--- config.mk ---
export PLATFORM = sky130hd
export DESIGN_NAME = serial_tx
export DESIGN_NICKNAME = d
export VERILOG_FILES = /design/src/rtl/serial_tx.sv
export SDC_FILE = /design/constraint.sdc
export NUM_CORES = 1
export LEC_CHECK = 0
export CAP_MARGIN = 20
export CORE_MARGIN = 1
export CORE_UTILIZATION = 30
export CTS_CLUSTER_SIZE = 28
export DETAILED_ROUTE_END_ITERATION = 8
export PLACE_DENSITY = 0.51
export SLEW_MARGIN = 30
export SYNTH_ARGS = -nofsm -noshare
export SYNTH_HDL_FRONTEND = slang
export SYNTH_SLANG_ARGS = --single-unit
--- constraint.sdc ---
create_clock -name clk -period 5.4 [get_ports clk]
set_input_delay 1.62 -clock clk [delete_from_list [all_inputs] [get_ports clk]]
set_output_delay 1.62 -clock clk [all_outputs]
set_load 0.01 [all_outputs]
--- src/rtl/serial_tx.sv ---
// ---------------------------------------------------------------------------
// serial_tx -- byte-wide asynchronous serial transmitter (8 data bits, LSB
// first, optional even parity, one stop bit).
//
// Parameters
//   CLKS_PER_BIT : clock cycles per serial bit (2..65535)
//   PARITY_EN    : 1 appends an even-parity bit after the data bits
//
// Ports
//   clk          : clock, all state changes on its rising edge
//   reset        : asynchronous, active-high reset
//   data_in      : byte to send, latched when a request is taken
//   trans_enable : transmit request; only a rising edge starts a frame
//   serial_out   : registered serial line, idle high
//   char_sent    : one-cycle pulse in the first IDLE cycle after STOP
//   busy         : high while a frame is in progress
// ---------------------------------------------------------------------------
module serial_tx #(
  parameter int CLKS_PER_BIT = 16,
  parameter int PARITY_EN    = 0
) (
  input  logic       clk,
  input  logic       reset,
  input  logic [7:0] data_in,
  input  logic       trans_enable,
  output logic       serial_out,
  output logic       char_sent,
  output logic       busy
);

  localparam logic [2:0] IDLE   = 3'd0;
  localparam logic [2:0] START  = 3'd1;
  localparam logic [2:0] DATA   = 3'd2;
  localparam logic [2:0] PARITY = 3'd3;
  localparam logic [2:0] STOP   = 3'd4;

  localparam logic [15:0] LAST_CNT = 16'(CLKS_PER_BIT - 1);

  logic [2:0]  state_q, state_d;
  logic        en_q;
  logic [7:0]  shift_q, shift_d;
  logic        par_q, par_d;
  logic [15:0] cnt_q, cnt_d;
  logic [2:0]  idx_q, idx_d;
  logic        tx_q, tx_d;
  logic        sent_q, sent_d;
  logic        busy_q, busy_d;

  logic req;
  logic bit_end;

  // Only a rising edge of trans_enable is a request; holding it high does
  // not retrigger.
  assign req     = trans_enable & ~en_q;
  assign bit_end = (cnt_q == LAST_CNT);

  always_comb begin
    state_d = state_q;
    shift_d = shift_q;
    par_d   = par_q;
    cnt_d   = cnt_q;
    idx_d   = idx_q;
    sent_d  = 1'b0;

    case (state_q)
      IDLE: begin
        if (req) begin
          shift_d = data_in;
          par_d   = ^data_in;
          cnt_d   = '0;
          idx_d   = '0;
          state_d = START;
        end
      end
      START: begin
        if (bit_end) begin
          cnt_d   = '0;
          state_d = DATA;
        end else begin
          cnt_d = cnt_q + 16'd1;
        end
      end
      DATA: begin
        if (bit_end) begin
          cnt_d = '0;
          idx_d = idx_q + 3'd1;   // wraps 7->0 on the last data bit
          if (idx_q == 3'd7) begin
            state_d = (PARITY_EN != 0) ? PARITY : STOP;
          end else begin
            shift_d = {1'b0, shift_q[7:1]};
          end
        end else begin
          cnt_d = cnt_q + 16'd1;
        end
      end
      PARITY: begin
        if (bit_end) begin
          cnt_d   = '0;
          state_d = STOP;
        end else begin
          cnt_d = cnt_q + 16'd1;
        end
      end
      STOP: begin
        if (bit_end) begin
          cnt_d   = '0;
          sent_d  = 1'b1;
          state_d = IDLE;
        end else begin
          cnt_d = cnt_q + 16'd1;
        end
      end
      default: begin
        cnt_d   = '0;
        state_d = IDLE;
      end
    endcase
  end

  // Line and busy are decoded from the next state so the registered
  // outputs line up with the state register (START appears one clock
  // after the request).
  always_comb begin
    tx_d = 1'b1;
    case (state_d)
      START:   tx_d = 1'b0;
      DATA:    tx_d = shift_d[0];
      PARITY:  tx_d = par_d;
      default: tx_d = 1'b1;
    endcase
    busy_d = (state_d != IDLE);
  end

  always_ff @(posedge clk or posedge reset) begin
    if (reset) begin
      state_q <= IDLE;
      en_q    <= 1'b1;   // a level already high at release is not a request
      shift_q <= '0;
      par_q   <= 1'b0;
      cnt_q   <= '0;
      idx_q   <= '0;
      tx_q    <= 1'b1;
      sent_q  <= 1'b0;
      busy_q  <= 1'b0;
    end else begin
      state_q <= state_d;
      en_q    <= trans_enable;
      shift_q <= shift_d;
      par_q   <= par_d;
      cnt_q   <= cnt_d;
      idx_q   <= idx_d;
      tx_q    <= tx_d;
      sent_q  <= sent_d;
      busy_q  <= busy_d;
    end
  end

  assign serial_out = tx_q;
  assign char_sent  = sent_q;
  assign busy       = busy_q;

endmodule

Word level (Yosys, flattened, before mapping)
Index checks and enable logic that the tools add are counted.
- bitwise operators: 2
- add/sub/neg operators: 2
- muxes and demuxes: 22
- equality and inequality tests: 12
- reductions and logical operators: 7
- operators by type and width (kind ; count):
    $mux W16 ; 2
    $pmux W16 S2 ; 1
    $mux W3 ; 8
    $mux W8 ; 3
    $add A16 B1 Y16 const B ; 1
    $eq A16 B4 Y1 const B ; 1
    $pmux W8 S2 ; 1
    $pmux W3 S5 ; 1
    $eq A3 B2 Y1 const B ; 4
    $reduce_xor A8 Y1 ; 1
    $eq A3 B1 Y1 const B ; 2
    $eq A3 B3 Y1 const B ; 2
    $ne A2 B2 Y1 const B ; 3
    $pmux W3 S2 ; 1
    $mux W1 ; 4
    $reduce_and A4 Y1 ; 1
    $reduce_or A4 Y1 ; 1
    $add A3 B1 Y3 const B ; 1
    $logic_not A3 Y1 ; 1
    $pmux W1 S3 ; 1
    $reduce_and A3 Y1 ; 1
    $reduce_bool A3 Y1 ; 1
    $reduce_bool A2 Y1 ; 1
    $and A1 B1 Y1 ; 1
    $not A1 Y1 ; 1
- register bits: 35
- logic and storage cells: 55
- input bits: 11
- output and inout port bits: 3

Logic depth before layout (Yosys ltp)
Gate-level depths: netlist of the first run.
- word-level depth: 6
- mapped depth: 8
- depth with buffers taken out: 7

Least setup slack after synthesis of the first run
OpenSTA, ideal clock, no wires.
- path kind: input -> register
- from: input trans_enable
- to: register cnt_q[13]
- cell stages on the path: 6
- path buffers: 0
- library setup time: 0.132 ns
- arrival time: 2.739 ns
- slack: 2.529 ns
- data required time: 5.268 ns
- cell sequence: nor2b_1 o2111ai_4 or2_4 nor3_1 xnor2_1 nor2_1
- cells in the longest elaborated chain, start to end: 2
- ends and longest elaborated chain (what ; RTL line ; source):
    start, declared ; 25 ; input logic trans_enable,
    $and A1 B1 Y1 ; 54 ; assign req = trans_enable & ~en_q;
    $ne A2 B2 Y1 (no line) ; n/a ;
    end signal, assigned ; 150 ; cnt_q <= cnt_d;
    end, declared ; 43 ; logic [15:0] cnt_q, cnt_d;
Every way passes these cells.
A chain may end at the register's enable or synchronous reset.

Worst setup path in the final report of the first run
Same ends and word-level chain as after synthesis.

==> flow_summary_export.csv, run 1 <==
group,metric,value,unit
layout,final_util,0.372,
synth,synthArstFlopShare,1.00,
power,leakagePower,0.000860,µW
synth,avgSynthCellArea,9.70,µm²
synth,ys_seq_elements,35,
critical_path,crit_family,"simple AND/OR/NAND/NOR gates",
drt,drtPass1Iterations,4,
layout,nets,212,
placement,dp_hpwl,2460,µm
synth,synth.cell_area,1780,µm²
clocking,ctsHoldBuffers,0,
layout,num_antenna_cells,0,
synth,synth_top_area_frac,0.465,
placement,port_buffers,13,
floorplanning,initial_core_util,0.317,
critical_path,max_stage_delay,490,ps
layout,drive_gt1_frac,0.0905,
timing,relSlewSlack,0.612,
critical_path,cp_slowest_cell,"clkdlybuf4s50_1",
drt,vias,1333,
synth,yosys_warnings,0,
drt,drc,0,
timing,hold_violations,0,
critical_path,worstSetupEndpointType,"flop",
power,p_per_area,425,nW/µm²
synth,synth_nets,197,
synth,synth_area_leader_cell,"dfrtp_1",
job,cap_viol_max_count,0,
drt,routed_wl,3530,µm
timing,fmax,309,MHz
critical_path,crit_type,"in2reg",
placement,post-place-ws,1710,ps
power,vdd_drop_max,0.000192,V
clocking,cts_tree,"done",
timing,setup_viol,0,
synth,synth_cells,183,
clocking,cts_max_path_buffers,2,
critical_path,rrSetupSlack,2850,ps
grt,grt_max_degree,36,
drt,vias_per_cell,4.92,
timing,layout_min_cycle_time,3240,ps
critical_path,start_kind,"input port",
drt,drtAntennaViolNets,0,
clocking,clk_pin_slew_worst_paths,70,ps
critical_path,crit_fanout,6,
drt,drt-initial-drc-count,77,
synth,synthTopCellsByCount,"33 x dfrtp_1, 32 x nand2_1, 15 x nor2_1",
timing,layout_setup_ws,2160,ps
grt,gr-total-overflow,0,
layout,stdcell_area,2090,µm²
timing,drv_slew,0,
clocking,cts_root_buffer,"clkbuf_8",
grt,grt_pass1_wl,6270,µm
timing,min_period_over_period,0.600,
clocking,cts_made_buffers,5,
floorplanning,die_w,78.9,µm
synth,ys_seq_area_frac,0.495,
synth,synth_most_common_cell,"dfrtp_1",
hold_path,hold_depth,2,
grt,grt_pass1_vias,1279,
clocking,clock_latency,290,ps
timing,tightestPinTransition,580,ps
floorplanning,die_h,78.9,µm
drt,wl_per_cell,13.0,µm
layout,multi_input_area,843,µm²
floorplanning,ios,14,
critical_path,crit_buf_inv,1,
grt,grt_usage,0.132,
timing,setup_tns,0,ps
placement,dpl_cell_area,1960,µm²
placement,gp_congestion,0.770,
critical_path,crit_required,5550,ps
synth,synth_top_cells_by_area,"dfrtp_1 47%, nand2_1 6.8%, xnor2_1 6.4%, nor2_1 3.2%, o21ai_0 3.1%",
hold_path,holdCritPathClass,"reg2reg",
critical_path,worst_ep_arrival_time,3390,ps
clocking,ctsResizeCount,0,
floorplanning,row_count,27,
clocking,clock-sinks,35,
timing,skew,6.94,ps
grt,antenna_found_initial,0,
critical_path,crit_cells,7,
synth,synth_cell_types,38,
floorplanning,fp.coreArea,5610,µm²
layout,syn2layout_area_growth,17.5,%
layout,fill_cells,591,
layout,final-seq-area,878,µm²
clocking,cts_max_level,2,
synth,synth-edff-count,0,
timing,rsz0062_at_grt,"no",
critical_path,crit_chain,"clkdlybuf4s50_1 -> nor2b_1 -> o2111ai_4 -> or2_4 -> nor3_1 -> xnor2_1 -> nor2_1",
critical_path,r2r.worst_path.cells,6,
status,outcome,"completed",
floorplanning,fp.dieArea,6230,µm²
synth,ys.flop_type,"dfrtp_1",
clocking,post-cts-setup-buffers,0,
==> sequential cells by signal, summed over array words and instances, names as in the netlist <==
| name | flops |
|---|---|
| cnt_q | 16 |
| par_q | 1 |
| shift_q | 8 |
| state_q | 3 |
| idx_q | 3 |
| serial_out | 1 |
| char_sent | 1 |
| en_q | 1 |
| busy | 1 |
==> tightest hold or removal path, stage by stage (launching register included) <==
cell,delay [ps]
dfrtp_1,340
nand2_1,50
nand2_1,50
==> routing by layer <==
layer  track usage  routed length, µm  vias to the layer above
li1              -                  -                      680
met1         0.186               1810                      624
met2         0.189               1560                       23
met3        0.0310                 97                        6
met4        0.0655                 70                        0
met5             0                  0                        -
==> final cells by class <==
| cell class | count | area share |
|---|---|---|
| sequential | 35 | 0.421 |
| multi-input combinational | 137 | 0.404 |
| timing repair buffer | 14 | 0.0660 |
| tap | 72 | 0.0432 |
| clock buffer | 6 | 0.0396 |
| clock inverter | 2 | 0.0168 |
| inverter | 5 | 0.00900 |
==> through the flow <==
step	power (µW)	hold slack [ps]	cells
after global placement	639	453	263
after CTS	894	473	271
after floorplan	579	439	183
after global routing	956	511	271
after detailed placement	644	458	263
final	887	468	271
==> path summary, 6_finish.rpt <==
path / start / end
min in group asynchronous: reset / state_q[2]
max reg2reg: cnt_q[0] / shift_q[7]
min: shift_q[4] / shift_q[4]
max in group asynchronous: reset / serial_out
min reg2reg: shift_q[4] / shift_q[4]
max: trans_enable / cnt_q[13]
==> power breakdown <==
part / switching [µW] / internal, µW
Combinational: 139 / 96.2
Clock: 97.7 / 149
Sequential: 64.7 / 340
==> cell usage in the layout (no fill, tap or decap), types with 2 or more instances in the layout <==
master            n
inv_1             5
a21oi_1           4
o21ai_1           2
xor2_1            3
nand2_1          32
dfrtp_1          33
and3_1            2
nor2b_1           3
nand3_1           5
dfstp_2           2
nor2_1           15
ha_1              3
or3_1             4
o31ai_1           2
a22oi_1           6
a31oi_1           2
o21ai_0          11
nor4_1            3
clkdlybuf4s50_1  13
nor3_1            6
xnor2_1          13
clkbuf_8          6
nand4_1           7
==> cell families (layout without fill, tap and decap cells) <==
family	Yosys count	in the layout	synth area share
flops	35	35	0.495
buf+inv	11	27	0.0338
simple gates	86	86	0.249
fa+ha+maj	3	3	0.0211
xor+xnor	16	16	0.0789
compound gates	32	32	0.123
Note: power is estimated with default switching activity, not from simulation.
==> run 2: changes to the inputs <==
- clock period: 5.4 -> 3.2 ns (I/O delays scaled with it)
==> run 2 against run 1 <==
Count of clock-buffer cells in the layout unchanged. Largest power group unchanged. Sequential share of layout area increased by 0.59 points. Non-clock buffer count up 1.
==> flow_summary_export.csv, run 2 (synthesis results as in run 1) <==
group,metric,value,unit
drt,routed_wl,3380,µm
grt,gr-total-overflow,0,
timing,layout_setup_ws,632,ps
grt,antenna_found_initial,0,
clocking,clock_latency,280,ps
critical_path,r2r-start,"cnt_q[0]",
timing,rsz0062_at_grt,"no",
drt,drtAntennaViolNets,0,
timing,tightestPinTransition,496,ps
clocking,cts_tree,"done",
drt,wl_per_cell,12.5,µm
clocking,ctsResizeCount,0,
timing,setup_viol,0,
floorplanning,die_h,78.9,µm
critical_path,crit_fanout,6,
clocking,cts_root_buffer,"clkbuf_8",
floorplanning,ios,14,
clocking,cts_made_buffers,5,
floorplanning,fp.coreArea,5610,µm²
drt,drt-initial-drc-count,54,
placement,port_buffers,13,
critical_path,worstSetupEndpointType,"flop",
status,outcome,"completed",
clocking,cts_max_level,2,
layout,top_regs,"cnt_q x16, shift_q x8",
clocking,clock-sinks,35,
critical_path,worstSetupStartpoint,"trans_enable",
drt,vias,1316,
placement,dpl_cell_area,1970,µm²
grt,grt_pass1_vias,1173,
critical_path,worst_ep_arrival_time,2730,ps
timing,skew,7.78,ps
drt,drc,0,
placement,gp_congestion,0.770,
layout,num_antenna_cells,0,
hold_path,holdCritPathClass,"reg2reg",
drt,drtPass1Iterations,4,
layout,fill_cells,604,
clocking,ctsHoldBuffers,0,
placement,dp_hpwl,2400,µm
power,vdd_drop_max,0.000308,V
hold_path,hold_start,"shift_q[2]",
critical_path,crit_required,3370,ps
layout,final_cell_mix,"33 x dfrtp_1, 32 x nand2_1, 15 x nor2_1, 13 x xnor2_1, 13 x clkdlybuf4s50_1",
floorplanning,initial_core_util,0.317,
layout,nets,213,
critical_path,crit_type,"in2reg",
job,cap_viol_max_count,0,
timing,hold_violations,0,
drt,vias_per_cell,4.86,
layout,final_common_cell,"dfrtp_1",
layout,largest_register_ffs,16,
layout,drive_gt1_frac,0.0854,
layout,largest_register,"cnt_q",
timing,relSlewSlack,0.667,
placement,post-place-ws,347,ps
timing,min_period_over_period,0.802,
floorplanning,row_count,27,
timing,fmax,389,MHz
clocking,cts_max_path_buffers,2,
power,leakagePower,0.000851,µW
clocking,post-cts-setup-buffers,0,
grt,grt_max_degree,36,
power,p_per_area,680,nW/µm²
timing,setup_tns,0,ps
floorplanning,fp.dieArea,6230,µm²
grt,grt_pass1_wl,5660,µm
grt,grt_usage,0.122,
critical_path,start_kind,"input port",
timing,drv_slew,0,
layout,stdcell_area,2060,µm²
layout,syn2layout_area_growth,15.9,%
timing,layout_min_cycle_time,2570,ps
floorplanning,die_w,78.9,µm
clocking,clk_pin_slew_worst_paths,60,ps
run 2: worst max-delay path, cell delays in order:
cell             delay (ps)
clkdlybuf4s50_1         490
nor2b_1                 310
o2111ai_4               210
or2_4                   310
nor3_1                  240
xnor2_1                 150
nor2_1                   60
run 2: cell type report:
| class | instances | area, µm² | area share |
|---|---|---|---|
| flip-flops and latches | 35 | 878 | 0.427 |
| multi-input cells | 137 | 837 | 0.407 |
| well taps | 72 | 90.1 | 0.0438 |
| repair buffers | 15 | 145 | 0.0706 |
| clock inverters | 1 | 5.00 | 0.00243 |
| inverters | 5 | 18.8 | 0.00912 |
| clock buffers | 6 | 82.6 | 0.0401 |
run 2: path summary, 6_finish.rpt:
path / endpoint / slack (ps) / depth (start not counted)
min reg2reg: shift_q[2] / 470 / 2
min in group asynchronous: shift_q[0] / 1070 / 3
max reg2reg: shift_q[7] / 780 / 6
max in group asynchronous: serial_out / 1790 / 3
max: cnt_q[15] / 630 / 7
min: shift_q[2] / 470 / 2
run 2: routing by layer:
metal	routed length [µm]	track usage	up-vias
li1	-	-	673
met5	0	0	-
met1	1760	0.169	624
met4	67	0.0764	0
met2	1470	0.170	14
met3	85	0.0276	5
run 2: per-stage QoR:
step                cells  hold slack [ps]  utilization  power, µW
floorplan             183              439            -        977
global placement      264              454        0.351       1090
detailed placement    264              457        0.351       1090
CTS                   271              472        0.367       1420
global route          271              494        0.367       1510
finish                271              468        0.367       1400
run 2: report_power, final:
group,internal [µW],switching (µW),total (µW)
Combinational,168,233,401
Clock,169,149,318
Sequential,574,106,680
Total,911,488,1400
==> run 3: changes to the inputs <==
- PLACE_DENSITY: 0.51 -> 0.52
- clock period: 3.2 -> 2.3 ns (I/O delays scaled with it)
==> run 3 against run 2 <==
Clock skew shrank 3.3 ps. Critical path depth stayed put. Power is 45% higher. Global-route usage increased by 0.79 points. Register-to-register slack worse by 550 ps. Non-clock buffer count up 12. Flip-flop and latch count unchanged. Worst setup slack got worse by 480 ps. Die area unchanged. Clock power up 53%. Sequential power up 39%.
==> flow_summary_export.csv, run 3 (synthesis results as in run 1) <==
group,metric,value,unit
floorplanning,die_h,78.9,µm
layout,largest_register_ffs,16,
drt,drtAntennaViolNets,0,
critical_path,crit_type,"in2reg",
critical_path,worstSetupStartpoint,"trans_enable",
floorplanning,row_count,27,
drt,drt-initial-drc-count,45,
placement,dp_hpwl,2570,µm
clocking,cts_made_buffers,5,
critical_path,crit_family,"simple AND/OR/NAND/NOR gates",
timing,setup_viol,0,
critical_path,crit_buf_inv,1,
hold_path,hold_start,"shift_q[5]",
clocking,clock_latency,280,ps
critical_path,rrSetupSlack,230,ps
floorplanning,initial_core_util,0.317,
hold_path,hold_depth,2,
critical_path,r2r.worst_path.cells,8,
placement,gp_congestion,0.789,
layout,final-seq-area,880,µm²
layout,top_regs,"cnt_q x16, shift_q x8",
grt,gr-total-overflow,0,
power,vdd_drop_max,0.000455,V
drt,wl_per_cell,12.1,µm
grt,grt_pass1_vias,1340,
layout,drive_gt1_frac,0.146,
clocking,clock-sinks,35,
power,leakagePower,0.000911,µW
clocking,clk_pin_slew_worst_paths,70,ps
clocking,cts_tree,"done",
clocking,ctsHoldBuffers,0,
drt,vias,1349,
job,cap_viol_max_count,0,
hold_path,holdCritPathClass,"reg2reg",
timing,tightestPinTransition,481,ps
layout,final_cell_mix,"32 x nand2_1, 32 x dfrtp_1, 15 x nor2_1, 14 x buf_4",
layout,multi_input_area,840,µm²
hold_path,min_to,"shift_q[5]",
layout,stdcell_area,2160,µm²
layout,largest_register,"cnt_q",
floorplanning,ios,14,
placement,dpl_cell_area,2060,µm²
timing,timing.hold.ws,468,ps
layout,nets,225,
critical_path,r2r-start,"cnt_q[1]",
drt,drc,0,
layout,fill_cells,573,
power,p_total,2040,µW
clocking,cts_root_buffer,"clkbuf_8",
critical_path,crit_fanout,5,
critical_path,crit_chain,"clkdlybuf4s50_1 -> nor2b_1 -> o2111ai_4 -> or2_4 -> nor3_1 -> xnor2_1 -> nor2_1",
critical_path,worst_ep_arrival_time,2320,ps
layout,syn2layout_area_growth,21.8,%
timing,min_period_over_period,0.934,
timing,drv_slew,0,
critical_path,cp_slowest_cell,"clkdlybuf4s50_1",
timing,layout_min_cycle_time,2150,ps
clocking,ctsResizeCount,0,
power,p_per_area,941,nW/µm²
layout,final_util,0.386,
timing,relSlewSlack,0.677,
clocking,post-cts-setup-buffers,0,
status,outcome,"completed",
drt,routed_wl,3430,µm
clocking,cts_max_path_buffers,2,
layout,num_antenna_cells,0,
floorplanning,fp.coreArea,5610,µm²
timing,fmax,466,MHz
timing,hold_violations,0,
grt,grt_pass1_wl,6220,µm
placement,port_buffers,13,
drt,drtPass1Iterations,4,
critical_path,rr_endpoint,"serial_out",
critical_path,crit_required,2470,ps
timing,skew,4.52,ps
grt,antenna_found_initial,0,
critical_path,max_stage_delay,470,ps
clocking,cts_max_level,2,
grt,grt_usage,0.130,
grt,grt_max_degree,14,
critical_path,start_kind,"input port",
critical_path,worstSetupEndpointType,"flop",
floorplanning,die_w,78.9,µm
drt,vias_per_cell,4.75,
floorplanning,fp.dieArea,6230,µm²
timing,rsz0062_at_grt,"no",
==> run 3: changes by cell type in the layout (fill, tap and decap cells not counted) <==
cell | before | now
ha_1 | 3 | 2
buf_4 | 2 | 14
dfrtp_2 | 0 | 1
dfrtp_1 | 33 | 32
clkbuf_1 | 0 | 1
ha_2 | 0 | 1
clkbuf_8 | 6 | 7
clkinv_2 | 1 | 0
==> run 3: worst max-delay path by stage <==
stage | to | cells after the start
2_1_floorplan | cnt_q[13] | 6
3_3_place_gp | cnt_q[13] | 7
3_5_place_dp | cnt_q[13] | 7
4_1_cts | cnt_q[13] | 7
5_1_grt | cnt_q[15] | 7
6_report | cnt_q[13] | 7
==> run 3: cell type report <==
| cell class | count | area share |
|---|---|---|
| Timing Repair Buffer | 27 | 0.109 |
| Tap cell | 72 | 0.0416 |
| Multi-Input combinational cell | 137 | 0.388 |
| Inverter | 5 | 0.00868 |
| Sequential cell | 35 | 0.407 |
| Clock buffer | 8 | 0.0463 |
==> run 3: metal layers <==
metal,routed length (µm),GRT usage,up-vias
li1,-,-,704
met1,1790,0.180,627
met2,1500,0.192,14
met3,77,0.0310,4
met4,56,0.0545,0
met5,0,0,-
==> run 3: where the power goes <==
part / internal [µW] / switching (µW)
Sequential: 801 / 148
Combinational: 269 / 333
Clock: 273 / 211
Total: 1340 / 692
==> run 3: per-stage QoR <==
step,instances,setup slack (ps),setup TNS (ps)
6_report,284,153,0
5_1_grt,284,7.39,0
4_1_cts,284,147,0
3_5_place_dp,276,-158,-463
3_3_place_gp,276,-129,-372
2_1_floorplan,183,359,0
==> run 3: worst min-delay path: cells and delay by family (launching register included) <==
family	cells	cell delay [ps]
DFF	1	340
and+or+nand+nor	2	100
